$ cat src/rtl/proc_pkg.sv
// rtl/proc_pkg.sv - shared processor constants, FSM and owner encodings
package proc_pkg;

    localparam int DW   = 8;
    localparam int AW   = 2;
    localparam int NREG = 4;

    typedef enum logic [1:0] {
        ST_IDLE   = 2'b00,
        ST_LOCK_A = 2'b01,
        ST_LOCK_B = 2'b10
    } state_t;

    typedef enum logic [1:0] {
        OWN_IDLE = 2'b00,
        OWN_A    = 2'b01,
        OWN_B    = 2'b10
    } owner_t;

endpackage

$ cat src/rtl/reg_wr_arb_if.sv
// rtl/reg_wr_arb_if.sv - requester, read and debug signals of the register write arbiter
interface reg_wr_arb_if #(
    parameter int AW = proc_pkg::AW,
    parameter int DW = proc_pkg::DW
);
    logic          a_valid;
    logic          a_lock;
    logic [AW-1:0] a_addr;
    logic [DW-1:0] a_data;
    logic          a_ready;
    logic          b_valid;
    logic          b_lock;
    logic [AW-1:0] b_addr;
    logic [DW-1:0] b_data;
    logic          b_ready;
    logic [AW-1:0] rd_addr;
    logic [DW-1:0] rd_data;
    logic          stall_clr;
    logic [7:0]    stall_cnt;
    logic [1:0]    owner;

    modport slave (
        input  a_valid, a_lock, a_addr, a_data,
        input  b_valid, b_lock, b_addr, b_data,
        input  rd_addr, stall_clr,
        output a_ready, b_ready, rd_data, stall_cnt, owner
    );

    modport master (
        output a_valid, a_lock, a_addr, a_data,
        output b_valid, b_lock, b_addr, b_data,
        output rd_addr, stall_clr,
        input  a_ready, b_ready, rd_data, stall_cnt, owner
    );
endinterface

$ cat src/rtl/rr_arb2.sv
// rtl/rr_arb2.sv - two-way round-robin grant with ownership hold and prio flop
module rr_arb2 (
    input  logic       clk,
    input  logic       rst,
    input  logic [1:0] req,
    input  logic [1:0] hold,
    output logic [1:0] gnt
);
    logic prio;

    always_comb begin
        gnt = 2'b00;
        if (rst) begin
            if (hold[0])            gnt[0] = req[0];
            else if (hold[1])       gnt[1] = req[1];
            else if (req == 2'b11)  gnt = prio ? 2'b10 : 2'b01;
            else                    gnt = req;
        end
    end

    // prio is ignored while a hold is active, so flipping on every beat of a
    // burst leaves the same value as flipping only on the releasing beat.
    always_ff @(posedge clk or negedge rst) begin
        if (!rst)         prio <= 1'b0;
        else if (gnt[0])  prio <= 1'b1;
        else if (gnt[1])  prio <= 1'b0;
    end
endmodule

$ cat src/rtl/reg_wr_arb.sv
// rtl/reg_wr_arb.sv - shared register-bank write port with lockable round-robin arbitration
module reg_wr_arb
    import proc_pkg::*;
#(
    parameter int NREG = proc_pkg::NREG,
    parameter int AW   = proc_pkg::AW,
    parameter int DW   = proc_pkg::DW
) (
    input  logic          clk,
    input  logic          rst,
    reg_wr_arb_if.slave   bus
);
    state_t        state;
    owner_t        owner_q;
    logic [1:0]    req, hold, gnt;
    logic          wr_en, stall;
    logic [AW-1:0] wr_addr;
    logic [DW-1:0] wr_data;
    logic [NREG-1:0] we;
    logic [DW-1:0] bank [NREG];
    logic [DW-1:0] rd_q;
    logic [7:0]    stall_q;

    assign req  = {bus.b_valid, bus.a_valid};
    assign hold = {state == ST_LOCK_B, state == ST_LOCK_A};

    rr_arb2 u_arb (
        .clk  (clk),
        .rst  (rst),
        .req  (req),
        .hold (hold),
        .gnt  (gnt)
    );

    assign bus.a_ready = gnt[0];
    assign bus.b_ready = gnt[1];

    assign wr_en   = |gnt;
    assign wr_addr = gnt[1] ? bus.b_addr : bus.a_addr;
    assign wr_data = gnt[1] ? bus.b_data : bus.a_data;
    assign stall   = (bus.a_valid & ~gnt[0]) | (bus.b_valid & ~gnt[1]);

    always_comb begin
        we = '0;
        if (wr_en) we[wr_addr] = 1'b1;
    end

    always_ff @(posedge clk or negedge rst) begin
        if (!rst) begin
            for (int i = 0; i < NREG; i++) bank[i] <= '0;
        end else begin
            for (int i = 0; i < NREG; i++)
                if (we[i]) bank[i] <= wr_data;
        end
    end

    // Same-cycle write to the read address is forwarded past the bank.
    always_ff @(posedge clk or negedge rst) begin
        if (!rst)                               rd_q <= '0;
        else if (wr_en && wr_addr == bus.rd_addr) rd_q <= wr_data;
        else                                    rd_q <= bank[bus.rd_addr];
    end

    always_ff @(posedge clk or negedge rst) begin
        if (!rst)                         stall_q <= '0;
        else if (bus.stall_clr)           stall_q <= '0;
        else if (stall && stall_q != 8'hFF) stall_q <= stall_q + 8'd1;
    end

    always_ff @(posedge clk or negedge rst) begin
        if (!rst) begin
            state   <= ST_IDLE;
            owner_q <= OWN_IDLE;
        end else begin
            case (state)
                ST_IDLE: begin
                    if (gnt[0] && bus.a_lock) begin
                        state   <= ST_LOCK_A;
                        owner_q <= OWN_A;
                    end else if (gnt[1] && bus.b_lock) begin
                        state   <= ST_LOCK_B;
                        owner_q <= OWN_B;
                    end
                end
                ST_LOCK_A: begin
                    if (gnt[0] && !bus.a_lock) begin
                        state   <= ST_IDLE;
                        owner_q <= OWN_IDLE;
                    end
                end
                ST_LOCK_B: begin
                    if (gnt[1] && !bus.b_lock) begin
                        state   <= ST_IDLE;
                        owner_q <= OWN_IDLE;
                    end
                end
                default: begin
                    state   <= ST_IDLE;
                    owner_q <= OWN_IDLE;
                end
            endcase
        end
    end

    assign bus.rd_data   = rd_q;
    assign bus.stall_cnt = stall_q;
    assign bus.owner     = owner_q;
endmodule
$ cat src/flat_wrapper.sv
// flat-port wrapper written by rule: the top's interface ports become plain ports
module reg_wr_arb_flat import proc_pkg::*;
#(
    parameter int NREG = proc_pkg::NREG,
    parameter int AW   = proc_pkg::AW,
    parameter int DW   = proc_pkg::DW
)
  (clk, rst, bus_a_valid, bus_a_lock, bus_a_addr, bus_a_data, bus_b_valid, bus_b_lock, bus_b_addr, bus_b_data, bus_rd_addr, bus_stall_clr, bus_a_ready, bus_b_ready, bus_rd_data, bus_stall_cnt, bus_owner);
  reg_wr_arb_if #(.AW(AW), .DW(DW)) bus_i ();
  input  logic clk;
  input  logic rst;
  input wire logic [$bits(bus_i.a_valid)-1:0] bus_a_valid;
  input wire logic [$bits(bus_i.a_lock)-1:0] bus_a_lock;
  input wire logic [$bits(bus_i.a_addr)-1:0] bus_a_addr;
  input wire logic [$bits(bus_i.a_data)-1:0] bus_a_data;
  input wire logic [$bits(bus_i.b_valid)-1:0] bus_b_valid;
  input wire logic [$bits(bus_i.b_lock)-1:0] bus_b_lock;
  input wire logic [$bits(bus_i.b_addr)-1:0] bus_b_addr;
  input wire logic [$bits(bus_i.b_data)-1:0] bus_b_data;
  input wire logic [$bits(bus_i.rd_addr)-1:0] bus_rd_addr;
  input wire logic [$bits(bus_i.stall_clr)-1:0] bus_stall_clr;
  output wire logic [$bits(bus_i.a_ready)-1:0] bus_a_ready;
  output wire logic [$bits(bus_i.b_ready)-1:0] bus_b_ready;
  output wire logic [$bits(bus_i.rd_data)-1:0] bus_rd_data;
  output wire logic [$bits(bus_i.stall_cnt)-1:0] bus_stall_cnt;
  output wire logic [$bits(bus_i.owner)-1:0] bus_owner;
  assign bus_i.a_valid = bus_a_valid;
  assign bus_i.a_lock = bus_a_lock;
  assign bus_i.a_addr = bus_a_addr;
  assign bus_i.a_data = bus_a_data;
  assign bus_i.b_valid = bus_b_valid;
  assign bus_i.b_lock = bus_b_lock;
  assign bus_i.b_addr = bus_b_addr;
  assign bus_i.b_data = bus_b_data;
  assign bus_i.rd_addr = bus_rd_addr;
  assign bus_i.stall_clr = bus_stall_clr;
  assign bus_a_ready = bus_i.a_ready;
  assign bus_b_ready = bus_i.b_ready;
  assign bus_rd_data = bus_i.rd_data;
  assign bus_stall_cnt = bus_i.stall_cnt;
  assign bus_owner = bus_i.owner;
  reg_wr_arb #(.NREG(NREG), .AW(AW), .DW(DW)) u_core (.clk(clk), .rst(rst), .bus(bus_i));
endmodule
$ cat config.mk
export PLATFORM = sky130hd
export DESIGN_NAME = reg_wr_arb_flat
export DESIGN_NICKNAME = d
export VERILOG_FILES = /design/src/rtl/proc_pkg.sv /design/src/rtl/reg_wr_arb_if.sv /design/src/rtl/rr_arb2.sv /design/src/rtl/reg_wr_arb.sv /design/src/flat_wrapper.sv
export SDC_FILE = /design/constraint.sdc
export NUM_CORES = 1
export LEC_CHECK = 0
export BUFFER_PORTS_ARGS = -buffer_cell sky130_fd_sc_hd__buf_4
export CAP_MARGIN = 15
export CORE_MARGIN = 5
export CORE_UTILIZATION = 60
export CTS_BUF_LIST = sky130_fd_sc_hd__clkbuf_4
export DETAILED_ROUTE_END_ITERATION = 10
export PLACE_DENSITY = 0.93
export SLEW_MARGIN = 20
export SYNTH_ARGS = -nofsm -noshare
export SYNTH_HDL_FRONTEND = slang
export SYNTH_HIERARCHICAL = 1
export SYNTH_SLANG_ARGS = --single-unit
$ cat constraint.sdc
create_clock -name clk -period 4.71 [get_ports clk]
set_input_delay 0 -clock clk [delete_from_list [all_inputs] [get_ports clk]]
set_output_delay 0 -clock clk [all_outputs]
set_load 0.005 [all_outputs]
==> impl_metrics.tcl <==
set metrics [dict create \
    power_frac_seq_pct 50.7 \
    maxSlewViolCount 0 \
    fin_worst_skew_ns 0.01670 \
    drv_cap 0 \
    initial_utilization_pct 62.81 \
    drt-initial-drc-count 148 \
    drive_above_1_share_pct 50.42 \
    vdd_drop_max_uv 266.5 \
    synth-seq-area-share_pct 50.07 \
    p_clk_share_pct 14.0 \
    hp-class "in2reg" \
    chipWidth_um 75.18 \
    critPathArrivalTime_ns 3.13 \
    crit_chain "dlygate4sd3_1 > buf_4 > nand2_1 > a211oi_4 > nor2b_1 > o22ai_1 > mux2i_1 > nor2_1" \
    diodes 0 \
    numPortBuffers 48 \
    dp.cells 276 \
    cp_top_family "compound AO/OA/AOI/OAI gates" \
    finalSetupTns_ns 0 \
    dieHeight_um 75.18 \
    yosys_warnings 6 \
    fmax_ghz 0.3522 \
    p_int_mw 1.001 \
    grt_pass1_wl_um 9432 \
    cts_tree "yes" \
    met3_usage_pct 5.741 \
    ys_types 39 \
    grt_start_max_net_pins 56 \
    stdcell_count 290 \
    p_leak_nw 1.301 \
    tightest_slew_ns 0.8399 \
    p_total_mw 1.447 \
    ys_ff_latch 51 \
    cts_max_level 2 \
    detail_route.vias_per_cell 5.983 \
    cts_root_buf "clkbuf_4" \
    p_per_area_nw_per_um2 472.9 \
    crit_path_max_incr_delay_ns 0.70 \
    design_area_um2 3059 \
    worstSetupStartpointType "primary input" \
    clock_path_buffers 2 \
    finalHoldViolations 0 \
    path_max_fanout 55 \
    postRouteAntennaNets 0 \
    syn_area_um2 2549 \
    cts_sinks 51 \
    cp_slowest_cell "o22ai_1" \
    combPwrFrac_pct 35.3 \
    p_sw_uw 445.3 \
    gp_congestion 0.8192 \
    required_ns 5.00 \
    die_area_um2 5651 \
    cts_setup_buffers 0 \
    io_pins 49 \
    maxSlewHeadroom_pct 44.00 \
    fin_crit_ns 2.839 \
    drc 0 \
    nFillCells 256 \
    coreArea_um2 4058 \
    placed_cell_area_um2 2943 \
    gr-total-overflow 0 \
    layout_common_cells "dfrtp_1, buf_4, mux2_2" \
    setup_viol 0 \
    switching_share_pct 30.78 \
    critical_path_class "in2reg" \
    synthCells 183 \
    wl_per_cell_um 19.33 \
    syn_nets 213 \
    first_pass_iters 4 \
    wirelength_um 5605 \
    grt_pass1_vias 1873 \
    clk_latency_ns 0.38 \
    num_vias 1735 \
    status "finished clean" \
    final_common_cell "dfrtp_1" \
    grt_setup_unrepaired "false" \
    cts_buffers 5 \
    use_met2_pct 37.62 \
    syn2layout_area_growth_pct 20.03 \
    fin_nets 269 \
    clk_pin_slew_ns 0.16 \
    synth_area_per_cell_um2 13.93 \
    grt_busiest_layer "met2" \
    grt_antenna_before_repair 0 \
    grt_util_all_layers_pct 22.58 \
    met1_usage_pct 29.15 \
    num_rows 23 \
    path_buf_inv 2 \
    endpoint_kind "flip-flop" \
    finalCritPeriodShare_pct 60.29 \
    hpwlAfterDp_um 3774 \
    ctsResizeCount 0 \
]
[synthesized netlist by cell type (all sizes together)]
library cell / instances / area share (%)
nor3: 3 / 0.79
nand3: 5 / 0.98
nor3b: 1 / 0.29
nor4b: 1 / 0.93
inv: 2 / 0.29
and3: 1 / 0.25
dfrtp: 51 / 50
nand3b: 3 / 0.88
o22ai: 2 / 1.0
nor2b: 5 / 1.2
xnor2: 3 / 1.0
o31ai: 3 / 1.4
xor2: 1 / 0.34
buf: 6 / 1.7
nor2: 4 / 0.59
and4b: 1 / 0.39
or4: 2 / 0.59
o21ai: 4 / 0.93
mux2: 48 / 21
mux4: 8 / 7.1
nand2b: 1 / 0.25
o211a: 1 / 0.39
a211oi: 2 / 0.79
o2111ai: 1 / 0.34
nand4: 1 / 0.25
or3: 3 / 0.74
nand2: 6 / 0.88
mux2i: 2 / 0.79
a21oi: 11 / 3.0
ha: 1 / 0.49
[per-layer routing]
layer  part of all wire [%]  vias up
li1                       -      796
met5                      0        -
met2                     52       53
met4                    1.6        0
met3                    5.7        9
met1                     41      877
[power groups by stage]
| stage | registers, mW | clock network (mW) | logic [mW] |
|---|---|---|---|
| after detailed placement | 0.735 | 0 | 0.506 |
| after floorplan | 0.704 | 0 | 0.341 |
| final | 0.734 | 0.203 | 0.510 |
| after global routing | 0.752 | 0.225 | 0.561 |
| after global placement | 0.721 | 0 | 0.481 |
| after CTS | 0.730 | 0.207 | 0.513 |
[metrics by stage]
step / hold slack, ns / utilization, % / worst slack (ns)
after floorplan: -0.2956 / - / 2.632
after global placement: 0.06986 / 72.53 / 2.039
after detailed placement: 0.06998 / 72.53 / 1.959
after CTS: 0.02937 / 75.39 / 1.822
after global routing: 0.02864 / 75.39 / 1.534
final: 0.03921 / 75.39 / 1.871
[worst paths after layout]
path	from	endpoint	slack, ns	cells past startpoint
setup / recovery	rst	u_core/bus.stall_cnt[1]	1.87	8
hold / removal	bus_b_data[0]	u_core/bus.rd_data[0]	0.04	3
setup reg to reg	u_core/state[1]	u_core/bus.stall_cnt[1]	1.98	7
hold reg to reg	u_core/bank[7]	u_core/bank[7]	0.52	1
max in group asynchronous	rst	u_core/bank[25]	4.10	2
min in group asynchronous	rst	u_core/u_arb/prio	0.17	2
[logic make-up (layout without fill, tap and decap cells)]
family                   Yosys count  count (layout)  share of synthesized area [%]
AO/OA/AOI/OAI                     24              24                          7.953
flip-flops                        51              51                          50.07
XOR/XNOR                           4               4                          1.375
multiplexers                      58              58                          29.06
adder cells (fa/ha/maj)            1               1                         0.4908
AND/OR/NAND/NOR                   37              37                          9.033
buffers and inverters              8              65                          2.013
[layout make-up]
class | count | area (µm²) | share of cell area (%)
Inverter | 2 | 7.507 | 0.2454
Sequential cell | 51 | 1276 | 41.72
Clock inverter | 3 | 18.77 | 0.6135
Multi-Input combinational cell | 124 | 1229 | 40.16
Timing Repair Buffer | 55 | 427.9 | 13.99
Tap cell | 50 | 62.56 | 2.045
Clock buffer | 5 | 37.54 | 1.227
[repair_timing]
item	4_1_cts	5_1_grt
endpoints found under the hold margin	62	0
hold buffers	6	0
setup endpoints to repair	0	0
[sequential cells by signal, indices dropped and copies added (netlist names)]
| name | cells |
|---|---|
| u_core/bank | 32 |
| u_core/bus.rd_data | 8 |
| u_core/bus.stall_cnt | 8 |
| u_core/state | 2 |
| u_core/u_arb/prio | 1 |
[worst reg2reg max path, cell delays in order, from the launching register on]
cell and delay (ns):
dfrtp_1 0.45, nor2b_1 0.24, nor2_1 0.10, a211oi_4 0.65
nor2b_1 0.17, o22ai_1 0.70, mux2i_1 0.29, nor2_1 0.06
Power figures use the tool's default switching activity.
